==> config.mk <==
export PLATFORM = sky130hd
export DESIGN_NAME = cpu_sequencer
export DESIGN_NICKNAME = d
export VERILOG_FILES = /design/src/rtl/cpu_sequencer.sv
export SDC_FILE = /design/constraint.sdc
export NUM_CORES = 1
export LEC_CHECK = 0
export CAP_MARGIN = 20
export CORE_MARGIN = 10
export CORE_UTILIZATION = 45
export CTS_BUF_LIST = sky130_fd_sc_hd__clkbuf_4 sky130_fd_sc_hd__clkbuf_8 sky130_fd_sc_hd__clkbuf_16
export DETAILED_ROUTE_END_ITERATION = 7
export PLACE_DENSITY = 0.86
export SLEW_MARGIN = 20
export SYNTH_ARGS = -nofsm -noshare
export SYNTH_HDL_FRONTEND = slang
export SYNTH_SLANG_ARGS = --single-unit
==> constraint.sdc <==
create_clock -name clk -period 2.1 [get_ports clk]
set_input_delay 0.21 -clock clk [delete_from_list [all_inputs] [get_ports clk]]
set_output_delay 0.21 -clock clk [all_outputs]
set_load 0.02 [all_outputs]
==> src/rtl/cpu_sequencer.sv <==
// Eight-phase fetch/execute sequencer and control decoder for the 8-bit
// accumulator CPU. Steps INST_ADDR..STORE, decodes memory/IR/PC/ACC strobes
// from phase, opcode and the ALU zero flag, handles HLT/resume and counts
// retired instructions.
module cpu_sequencer #(
  parameter int unsigned CNT_W = 16
) (
  input  logic             clk,
  input  logic             rst_n,
  input  logic             enable,
  input  logic             resume,
  input  logic [2:0]       opcode,
  input  logic             zero,
  output logic             sel,
  output logic             rd,
  output logic             ld_ir,
  output logic             inc_pc,
  output logic             halt,
  output logic             ld_pc,
  output logic             data_e,
  output logic             ld_ac,
  output logic             wr,
  output logic [2:0]       phase,
  output logic             halted,
  output logic [CNT_W-1:0] instr_cnt
);

  typedef enum logic [2:0] {
    INST_ADDR  = 3'd0,
    INST_FETCH = 3'd1,
    INST_LOAD  = 3'd2,
    IDLE       = 3'd3,
    OP_ADDR    = 3'd4,
    OP_FETCH   = 3'd5,
    ALU_OP     = 3'd6,
    STORE      = 3'd7
  } phase_t;

  localparam logic [2:0] OP_HLT = 3'b000;
  localparam logic [2:0] OP_SKZ = 3'b001;
  localparam logic [2:0] OP_ADD = 3'b010;
  localparam logic [2:0] OP_AND = 3'b011;
  localparam logic [2:0] OP_XOR = 3'b100;
  localparam logic [2:0] OP_LDA = 3'b101;
  localparam logic [2:0] OP_STO = 3'b110;
  localparam logic [2:0] OP_JMP = 3'b111;

  phase_t           state, state_nx;
  logic             halted_q, halted_nx;
  logic [CNT_W-1:0] cnt_q, cnt_nx;
  logic             aluop;

  assign aluop     = (opcode == OP_ADD) || (opcode == OP_AND) ||
                     (opcode == OP_XOR) || (opcode == OP_LDA);
  assign phase     = state;
  assign halted    = halted_q;
  assign instr_cnt = cnt_q;

  // State register: phase, halted flag and retired-instruction counter.
  always_ff @(posedge clk) begin
    if (!rst_n) begin
      state    <= INST_ADDR;
      halted_q <= 1'b0;
      cnt_q    <= '0;
    end else begin
      state    <= state_nx;
      halted_q <= halted_nx;
      cnt_q    <= cnt_nx;
    end
  end

  // Next-state: advance one phase per enabled cycle, HLT parks at phase 0.
  always_comb begin
    state_nx  = state;
    halted_nx = halted_q;
    cnt_nx    = cnt_q;
    if (halted_q) begin
      if (resume) begin
        halted_nx = 1'b0;
        state_nx  = INST_ADDR;
      end
    end else if (enable) begin
      unique case (state)
        INST_ADDR:  state_nx = INST_FETCH;
        INST_FETCH: state_nx = INST_LOAD;
        INST_LOAD:  state_nx = IDLE;
        IDLE:       state_nx = OP_ADDR;
        OP_ADDR: begin
          if (opcode == OP_HLT) begin
            halted_nx = 1'b1;
            state_nx  = INST_ADDR;
            cnt_nx    = cnt_q + CNT_W'(1);
          end else begin
            state_nx  = OP_FETCH;
          end
        end
        OP_FETCH:   state_nx = ALU_OP;
        ALU_OP:     state_nx = STORE;
        STORE: begin
          state_nx = INST_ADDR;
          cnt_nx   = cnt_q + CNT_W'(1);
        end
        default:    state_nx = INST_ADDR;
      endcase
    end
  end

  // Output decode: levels follow phase; strobes are gated by enable; halted
  // overrides everything except the PC address select.
  always_comb begin
    sel    = 1'b0;
    rd     = 1'b0;
    ld_ir  = 1'b0;
    inc_pc = 1'b0;
    halt   = 1'b0;
    ld_pc  = 1'b0;
    data_e = 1'b0;
    ld_ac  = 1'b0;
    wr     = 1'b0;
    unique case (state)
      INST_ADDR:  sel = 1'b1;
      INST_FETCH: begin
        sel = 1'b1;
        rd  = 1'b1;
      end
      INST_LOAD, IDLE: begin
        sel   = 1'b1;
        rd    = 1'b1;
        ld_ir = 1'b1;
      end
      OP_ADDR: begin
        inc_pc = 1'b1;
        halt   = (opcode == OP_HLT);
      end
      OP_FETCH:   rd = aluop;
      ALU_OP: begin
        rd     = aluop;
        inc_pc = (opcode == OP_SKZ) && zero;
        ld_pc  = (opcode == OP_JMP);
        data_e = (opcode == OP_STO);
      end
      STORE: begin
        rd     = aluop;
        inc_pc = (opcode == OP_JMP);
        ld_pc  = (opcode == OP_JMP);
        data_e = (opcode == OP_STO);
        ld_ac  = aluop;
        wr     = (opcode == OP_STO);
      end
      default: sel = 1'b1;
    endcase
    if (!enable) begin
      ld_ir  = 1'b0;
      inc_pc = 1'b0;
      ld_pc  = 1'b0;
      ld_ac  = 1'b0;
      wr     = 1'b0;
      halt   = 1'b0;
    end
    if (halted_q) begin
      sel    = 1'b1;
      rd     = 1'b0;
      ld_ir  = 1'b0;
      inc_pc = 1'b0;
      halt   = 1'b0;
      ld_pc  = 1'b0;
      data_e = 1'b0;
      ld_ac  = 1'b0;
      wr     = 1'b0;
    end
  end

endmodule

# Word-level counts from Yosys, hierarchy flattened
# Cells that the tools add are included.
dict set report totals {
  reg_bits 20
  in_bits 8
  out_inout_bits 29
  wordCells 72
}
dict set report classes {
  addsub 1
  n_eq_ne 16
  muxes 36
  bitwise 1
  n_reduce_logical 15
}
# op n
set ops {}
lappend ops {{16-bit case mux with 2 select lines} 1}
lappend ops {{1-bit 2-to-1 mux} 27}
lappend ops {{3-bit == test, second input constant} 8}
lappend ops {{3-bit case mux with 8 select lines} 1}
lappend ops {{16-bit by 1-bit adder with 16-bit output, second input constant} 1}
lappend ops {{16-bit 2-to-1 mux} 1}
lappend ops {{3-bit by 2-bit == test with 1-bit output, second input constant} 4}
lappend ops {{3-bit 2-to-1 mux} 4}
lappend ops {{3-bit by 1-bit == test with 1-bit output, second input constant} 2}
lappend ops {{3-bit zero test} 2}
lappend ops {{3-bit OR reduction} 2}
lappend ops {{2-bit != test, second input constant} 2}
lappend ops {{4-bit AND reduction} 1}
lappend ops {{2-bit nonzero test} 2}
lappend ops {{2-bit OR reduction} 2}
lappend ops {{4-bit OR reduction} 1}
lappend ops {{1-bit logical OR} 3}
lappend ops {{1-bit case mux with 3 select lines} 1}
lappend ops {{1-bit case mux with 2 select lines} 1}
lappend ops {{2-bit AND reduction} 1}
lappend ops {{1-bit logical AND} 1}
lappend ops {{1-bit NOT} 1}

# Logic depth before layout (Yosys ltp)
# Gate-level depths: netlist of the first run.
dict set report logic_depth {
  ltp_word 7
  depth_mapped 7
  mapped_depth_nobuf 6
}

# Least setup slack after synthesis of the first run
# No wires, ideal clock.
dict set report synth_path {
  kind {reg2out}
  startpoint {register state[1] (netlist: phase[1])}
  endpoint {output port rd}
  t_arrival_ps 2105
  t_required_ps 1890
  slack_ps -215
  path_stages_with_launch 5
  path_buffers 1
  path_cell_list {dfxtp_1 ha_1 clkbuf_1 nor3_1 a2111oi_0}
}
dict set report synth_between {
  elab_chain_cells 4
  word_cells_on_any_way 10
  classes_between {6 x eq/ne; 2 x mux; 2 x reduce/logical}
}
# element line_no
set synth_lines {}
lappend synth_lines {{start: declaration} 48} ;# phase_t state, state_nx;
lappend synth_lines {{start signal: assignment} 66} ;# state <= state_nx;
lappend synth_lines {{3-bit == test, or another cell as far along} 120} ;# unique case (state)
lappend synth_lines {{3-bit OR reduction (no line)} n/a}
lappend synth_lines {{1-bit case mux with 2 select lines *} 120}
lappend synth_lines {{1-bit 2-to-1 mux *} 160} ;# if (halted_q) begin
lappend synth_lines {{end: declaration} 15} ;# output logic rd,
# Mark *: on every way between the ends. The rest lies on a longest branch, timed or not.

# Worst setup path after layout of the first run
dict set report layout_path {
  startpoint {register state[0] (netlist: phase[0])}
  endpoint {register cnt_q[9] (netlist: instr_cnt[9])}
}
dict set report layout_between {
  elab_chain_cells 3
  word_cells_on_any_way 6
  classes_between {3 x eq/ne; 1 x mux; 2 x reduce/logical}
}
# element line_no
set layout_lines {}
lappend layout_lines {{3-bit == test} 83} ;# unique case (state)
lappend layout_lines {{2-bit != test (no line) or 2-bit nonzero test (tied branches)} n/a}
lappend layout_lines {{4-bit AND reduction (no line)} n/a}
lappend layout_lines {{end signal: assignment} 68} ;# cnt_q <= cnt_nx;
lappend layout_lines {{end: declaration} 50} ;# logic [CNT_W-1:0] cnt_q, cnt_nx;
# Parallel ways exist; a longest one is shown, timed or not.
# A chain may end at the register's enable or synchronous reset.

==> results of run 1 <==
==> per-layer routing <==
layer | up-vias | track usage (%) | share of wire, %
met5 | - | 0 | 0
met4 | 0 | 6.24 | 1.0
met3 | 4 | 5.72 | 9.6
met2 | 50 | 25.3 | 54
met1 | 600 | 13.7 | 36
li1 | 629 | - | -
==> placed cells by master (no fill, tap or decap), types with 4 or more instances in the layout <==
| cell | synthesis | layout |
|---|---|---|
| nor2_1 | 11 | 11 |
| o21ai_1 | 6 | 6 |
| a21oi_1 | 15 | 15 |
| or4_1 | 5 | 5 |
| and3_1 | 4 | 4 |
| nand2_1 | 11 | 11 |
| dfxtp_1 | 20 | 17 |
| clkdlybuf4s50_1 | 0 | 27 |
| or3_1 | 6 | 6 |
| o31ai_1 | 7 | 7 |
| nand4_1 | 6 | 6 |
| dlygate4sd2_1 | 0 | 6 |
| buf_4 | 0 | 18 |
| xor2_1 | 4 | 4 |
| nand3_1 | 5 | 5 |
==> state kept, by name (all words and copies together), names as in the netlist <==
signal     count
phase          3
instr_cnt     16
halted         1
==> power breakdown <==
part	total [mW]	internal [mW]	leakage [nW]	switching (mW)
clock	0.317	0.193	0.0279	0.124
sequential	0.390	0.384	0.163	0.00563
combinational	0.134	0.0611	0.467	0.0726
total	0.840	0.638	0.658	0.202
==> layout make-up <==
cell class,instances,area [µm²]
flip-flops and latches,20,404
inverters,4,15.0
fillers,206,733
clock buffers,3,22.5
clock inverters,1,30.0
multi-input cells,111,732
repair buffers,54,480
well taps,30,37.5
==> stage by stage <==
stage | area, µm² | cells | utilization, %
global route | 1720 | 223 | 70.1
CTS | 1710 | 223 | 69.7
global placement | 1670 | 219 | 67.9
detailed placement | 1670 | 219 | 67.9
finish | 1720 | 223 | 70.1
floorplan | 1150 | 140 | -
==> path summary, 6_finish.rpt <==
kind | slack (ps) | endpoint | start
worst min register to register | 510 | instr_cnt[15] | instr_cnt[15]
worst min-delay path | 470 | halted | rst_n
worst max register to register | 120 | instr_cnt[9] | phase[0]
worst max-delay path | 120 | instr_cnt[9] | phase[0]
==> kinds of logic (layout without fill, tap and decap cells) <==
logic type      after synthesis  count (layout)  share of synthesized area [%]
buf+inv                       9              62                           3.14
simple gates                 62              62                           29.7
xor+xnor                      5               5                           3.80
compound gates               37              37                           21.3
fa+ha+maj                     6               6                           6.51
mux                           1               1                          0.868
flops                        20              20                           34.7
==> run metrics, run 1 <==
status=finished clean; routed length per instance=15.4 µm; critical path class=register to register; pin count of the biggest net entering global routing=20; CTS root buffer=clkbuf_4; Rows=18; unrepaired setup endpoints after global routing=false; Final nets=208; Gate Count Post-Synth=140; Min Hold Slack=469 ps; Cell Area, Synth=0.00115 mm²; Residual DRC=0; Slowest-stage cell, CP=dfxtp_2; cell chain of the critical path=ha_2, buf_4, or2_1, nand4_1, buf_4, or3_1, a21oi_1; Clock transition at path regs=120 ps; Req. time, crit path=2330 ps; Synth top cells by count=20 x dfxtp_1, 15 x a21oi_1, 11 x nand2_1, 11 x nor2_1, 7 x o31ai_1; drt total wl=3430 µm; antenna violations before repair=0; Initial Util=47.0%; Sum Neg Setup Slack=0 ps; Arr. time, crit path=2200 ps; post-CTS setup buffer count=0; via/cell ratio=5.75; height of the die=70.6 µm; first-pass GRT wire length=6020 µm; total global routing track utilization=14.0%; post-synthesis sequential area ratio=34.7%; crit path time final=1980 ps; largest cells by area after synthesis=dfxtp_1 35%, a21oi_1 6.5%, ha_1 6.5%; total chip power=840 µW; post-route ant nets=0; gr ovfl total=0; Crit path depth=7; post-cts resize count=9; HP Class=input pin to register; f_max=0.506 GHz; worst-margin pin slew=543 ps; vias in the first global route=1,362; R2R depth=7; PwrDens=488 mW/mm²; skew final=2.68 ps; startpoint types=register; H-tree Lvls=1; area growth from synthesis to layout=49.2%; Synth Flop Type=dfxtp_1; worst relative slew slack=63.6%; First-pass DRT Iterations=4; max-slew violations=0; worst vdd ir=378 µV; most common cell in the netlist=dfxtp_1; Avg Inst Size Synth=8.24 µm²; cts bufs inserted=3; fraction of layout cells with a size suffix above 1=17.1%; die area=0.00499 mm²; crit path buf inv count=2; syn_nets=154; post-route setup slack=124 ps; Distinct cells, synth=37; Synth top area share=34.7%; Seq cells post-synth=20; crit-path max FO=7; IO Count=37; most used cell, CP=buf_4; Worst path max stage delay=390 ps; critical path endpoint category=register; CTS Hold Bufs=0; pre-CTS setup slack=-93.3 ps; static leakage=0.658 nW; clk buf depth=2; # port buffers=36; post-detail-place hpwl=2670 µm; Chip Width=70.6 µm; Post-synth EDFFs=0; DR iter-0 viols=91; gpl congestion=0.826; leading area contributor after synthesis=dfxtp_1; delay-heaviest family, CP=simple AND/OR/NAND/NOR gates; clk sink count=20; Final period util=94.1%; Skew-Pair Late Insertion Delay=300 ps; hold path depth=2; Hold Violations, Final=0; Core ar.=0.00245 mm²; # setup viols final=0; Async S/R FF share, synth=0%; via count=1,283; Yosys Warn Count=0; CTS tree=built; number of max-cap violations=0; number of diodes=0
Power figures use the tool's default switching activity.
==> inputs of run 2 (changes only) <==
Settings changed: CORE_UTILIZATION 45 to 49, PLACE_DENSITY 0.86 to 0.92.
Clock period 2.1 ns to 2.4 ns, I/O delays scaled along.
==> run 2 against run 1 <==
Net effect: sequential share of layout area rose by 1.4 points; highest routed layer unchanged; global-route usage decreased by 0.93 points; utilization is 2.2 points higher.
==> run metrics, run 2 (synthesis gave the netlist of run 1 again) <==
max reg flops=16 (unchanged); PwrDens=401 mW/mm² (-18%); Metal-1 WL=1230 µm (+0.24%); Psw=173 µW (-14%); worst relative slew slack=67.2% (+3.7 points); Hold Violations, Final=0 (unchanged); total chip power=649 µW (-23%); clk buf depth=2 (unchanged); Sum Neg Setup Slack=0 ps (unchanged); post-route ant nets=0 (unchanged); number of max-cap violations=0 (unchanged); gr ovfl total=0 (unchanged); vias in the first global route=1,176 (-14%); pin count of the biggest net entering global routing=20 (unchanged); total global routing track utilization=13.1% (-0.93 points); Rows=17 (-1); post-detail-place hpwl=2410 µm (-9.9%); delay-heaviest family, CP=buffers and inverters; f_max=0.440 GHz; DR iter-0 viols=58 (-36%); R2R depth=7 (unchanged); antenna violations before repair=0 (unchanged); crit path buf inv count=2 (unchanged); crit-path max FO=8 (+1); gpl congestion=0.789 (-4.5%); fraction of layout cells with a size suffix above 1=7.69% (-9.4 points); number of diodes=0 (unchanged); leading cell type in the layout, fill and taps excluded=clkdlybuf4s50_1; most frequent cells in the layout=32 x clkdlybuf4s50_1, 19 x dfxtp_1, 15 x a21oi_1; IO Count=37 (unchanged); CTS root buffer=clkbuf_4; skew final=2.17 ps (-0.511 ps); wire length on met2=1490 µm (-19%); worst-margin pin slew=488 ps (-54.6 ps); Worst path max stage delay=540 ps (+150 ps); Residual DRC=0 (unchanged); HP Class=register to register; crit path time final=2270 ps; startpoint types=register; cell chain of the critical path=inv_1, ha_1, nor4_1, o21bai_1, clkdlybuf4s50_1; Core ar.=0.00223 mm² (-9.0%); routed length per instance=14.5 µm (-6.1%); CTS Hold Bufs=0 (unchanged); fin util=72.4% (+2.2 points); post-route setup slack=129 ps (+4.31 ps); via/cell ratio=5.72 (-0.60%); Req. time, crit path=2160 ps (-170 ps); drt total wl=3040 µm (-12%); hold path depth=2 (unchanged); critical path class=register to primary output; worst vdd ir=252 µV (-33%); First-pass DRT Iterations=4 (unchanged); Slowest-stage cell, CP=clkdlybuf4s50_1; Clock transition at path regs=110 ps (about the same); Highest Signal Layer=met4; static leakage=0.592 nW (-10%); unrepaired setup endpoints after global routing=false; critical path endpoint category=primary output; dpl cell area=0.00158 mm² (-5.2%); status=finished clean; die area=0.00469 mm² (-5.9%); Int Power=476 µW (-25%); Skew-Pair Late Insertion Delay=310 ps (about the same); Initial Util=51.7% (+4.7 points); sw frac=26.7% (+2.7 points); H-tree Lvls=1 (unchanged); Crit path depth=5 (-2); Logic pwr share=16.5% (+0.6 points); # port buffers=36 (unchanged); register share of total power=52.5% (+6.1 points); height of the die=68.5 µm (-3.0%); via count=1,201 (-6.4%); Final nets=197 (-5.3%); max-slew violations=0 (unchanged); metal3 WL=273 µm (-17%); CTS tree=built; post-cts resize count=3 (-6); Arr. time, crit path=2030 ps (-170 ps); post-CTS setup buffer count=0 (unchanged); pre-CTS setup slack=138 ps (+231 ps); clk sink count=20 (unchanged); area growth from synthesis to layout=40.1%; first-pass GRT wire length=4860 µm (-19%); Final period util=94.6%; # setup viols final=0 (unchanged); clock network fraction of design power=31.0% (-6.7 points); cts bufs inserted=3 (unchanged); Chip Width=68.5 µm (-3.0%); Final Cell Area=0.00162 mm² (-6.1%)
run 2: cell count changes in the layout (fill, tap and decap cells not counted), sizes merged:
cell | before | now
clkdlybuf4s50 | 27 | 32
dlygate4sd2 | 6 | 3
bufinv | 1 | 0
buf | 18 | 7
clkbuf | 5 | 4
run 2: path summary, 6_finish.rpt:
check | from | slack (ps) | endpoint
max | phase[1] | 130 | sel
min | instr_cnt[15] | 490 | instr_cnt[15]
max reg2reg | phase[1] | 410 | instr_cnt[5]
min reg2reg | instr_cnt[15] | 490 | instr_cnt[15]
run 2: power by group through the flow:
stage                     combinational, mW  clock (mW)  sequential, mW
after floorplan                      0.0529           0           0.351
after global placement                0.105           0           0.347
after detailed placement              0.108           0           0.348
after CTS                             0.107       0.207           0.340
after global routing                  0.115       0.219           0.342
final                                 0.107       0.201           0.341
run 2: metal layers:
| layer | vias to the layer above | global-route usage, % |
|---|---|---|
| met5 | - | 0 |
| met4 | 0 | 5.28 |
| met3 | 3 | 5.80 |
| met2 | 30 | 24.3 |
| met1 | 559 | 12.2 |
| li1 | 609 | - |
run 2: area by class of cell:
class	instances	area [µm²]
Multi-Input combinational cell	111	717
Fill cell	177	617
Timing Repair Buffer	43	412
Sequential cell	20	402
Clock buffer	4	36.3
Tap cell	28	35.0
Inverter	4	15.0
run 2: tightest hold or removal path, cell delays in order, from the launching register on:
cell and delay (ps):
dfxtp_1 340, o31ai_1 60, a21oi_1 60
run 2: per-stage QoR:
stage | instances | hold slack, ps
after global placement | 206 | 462
after floorplan | 140 | 358
after global routing | 210 | 518
after CTS | 210 | 495
after detailed placement | 206 | 482
final | 210 | 488
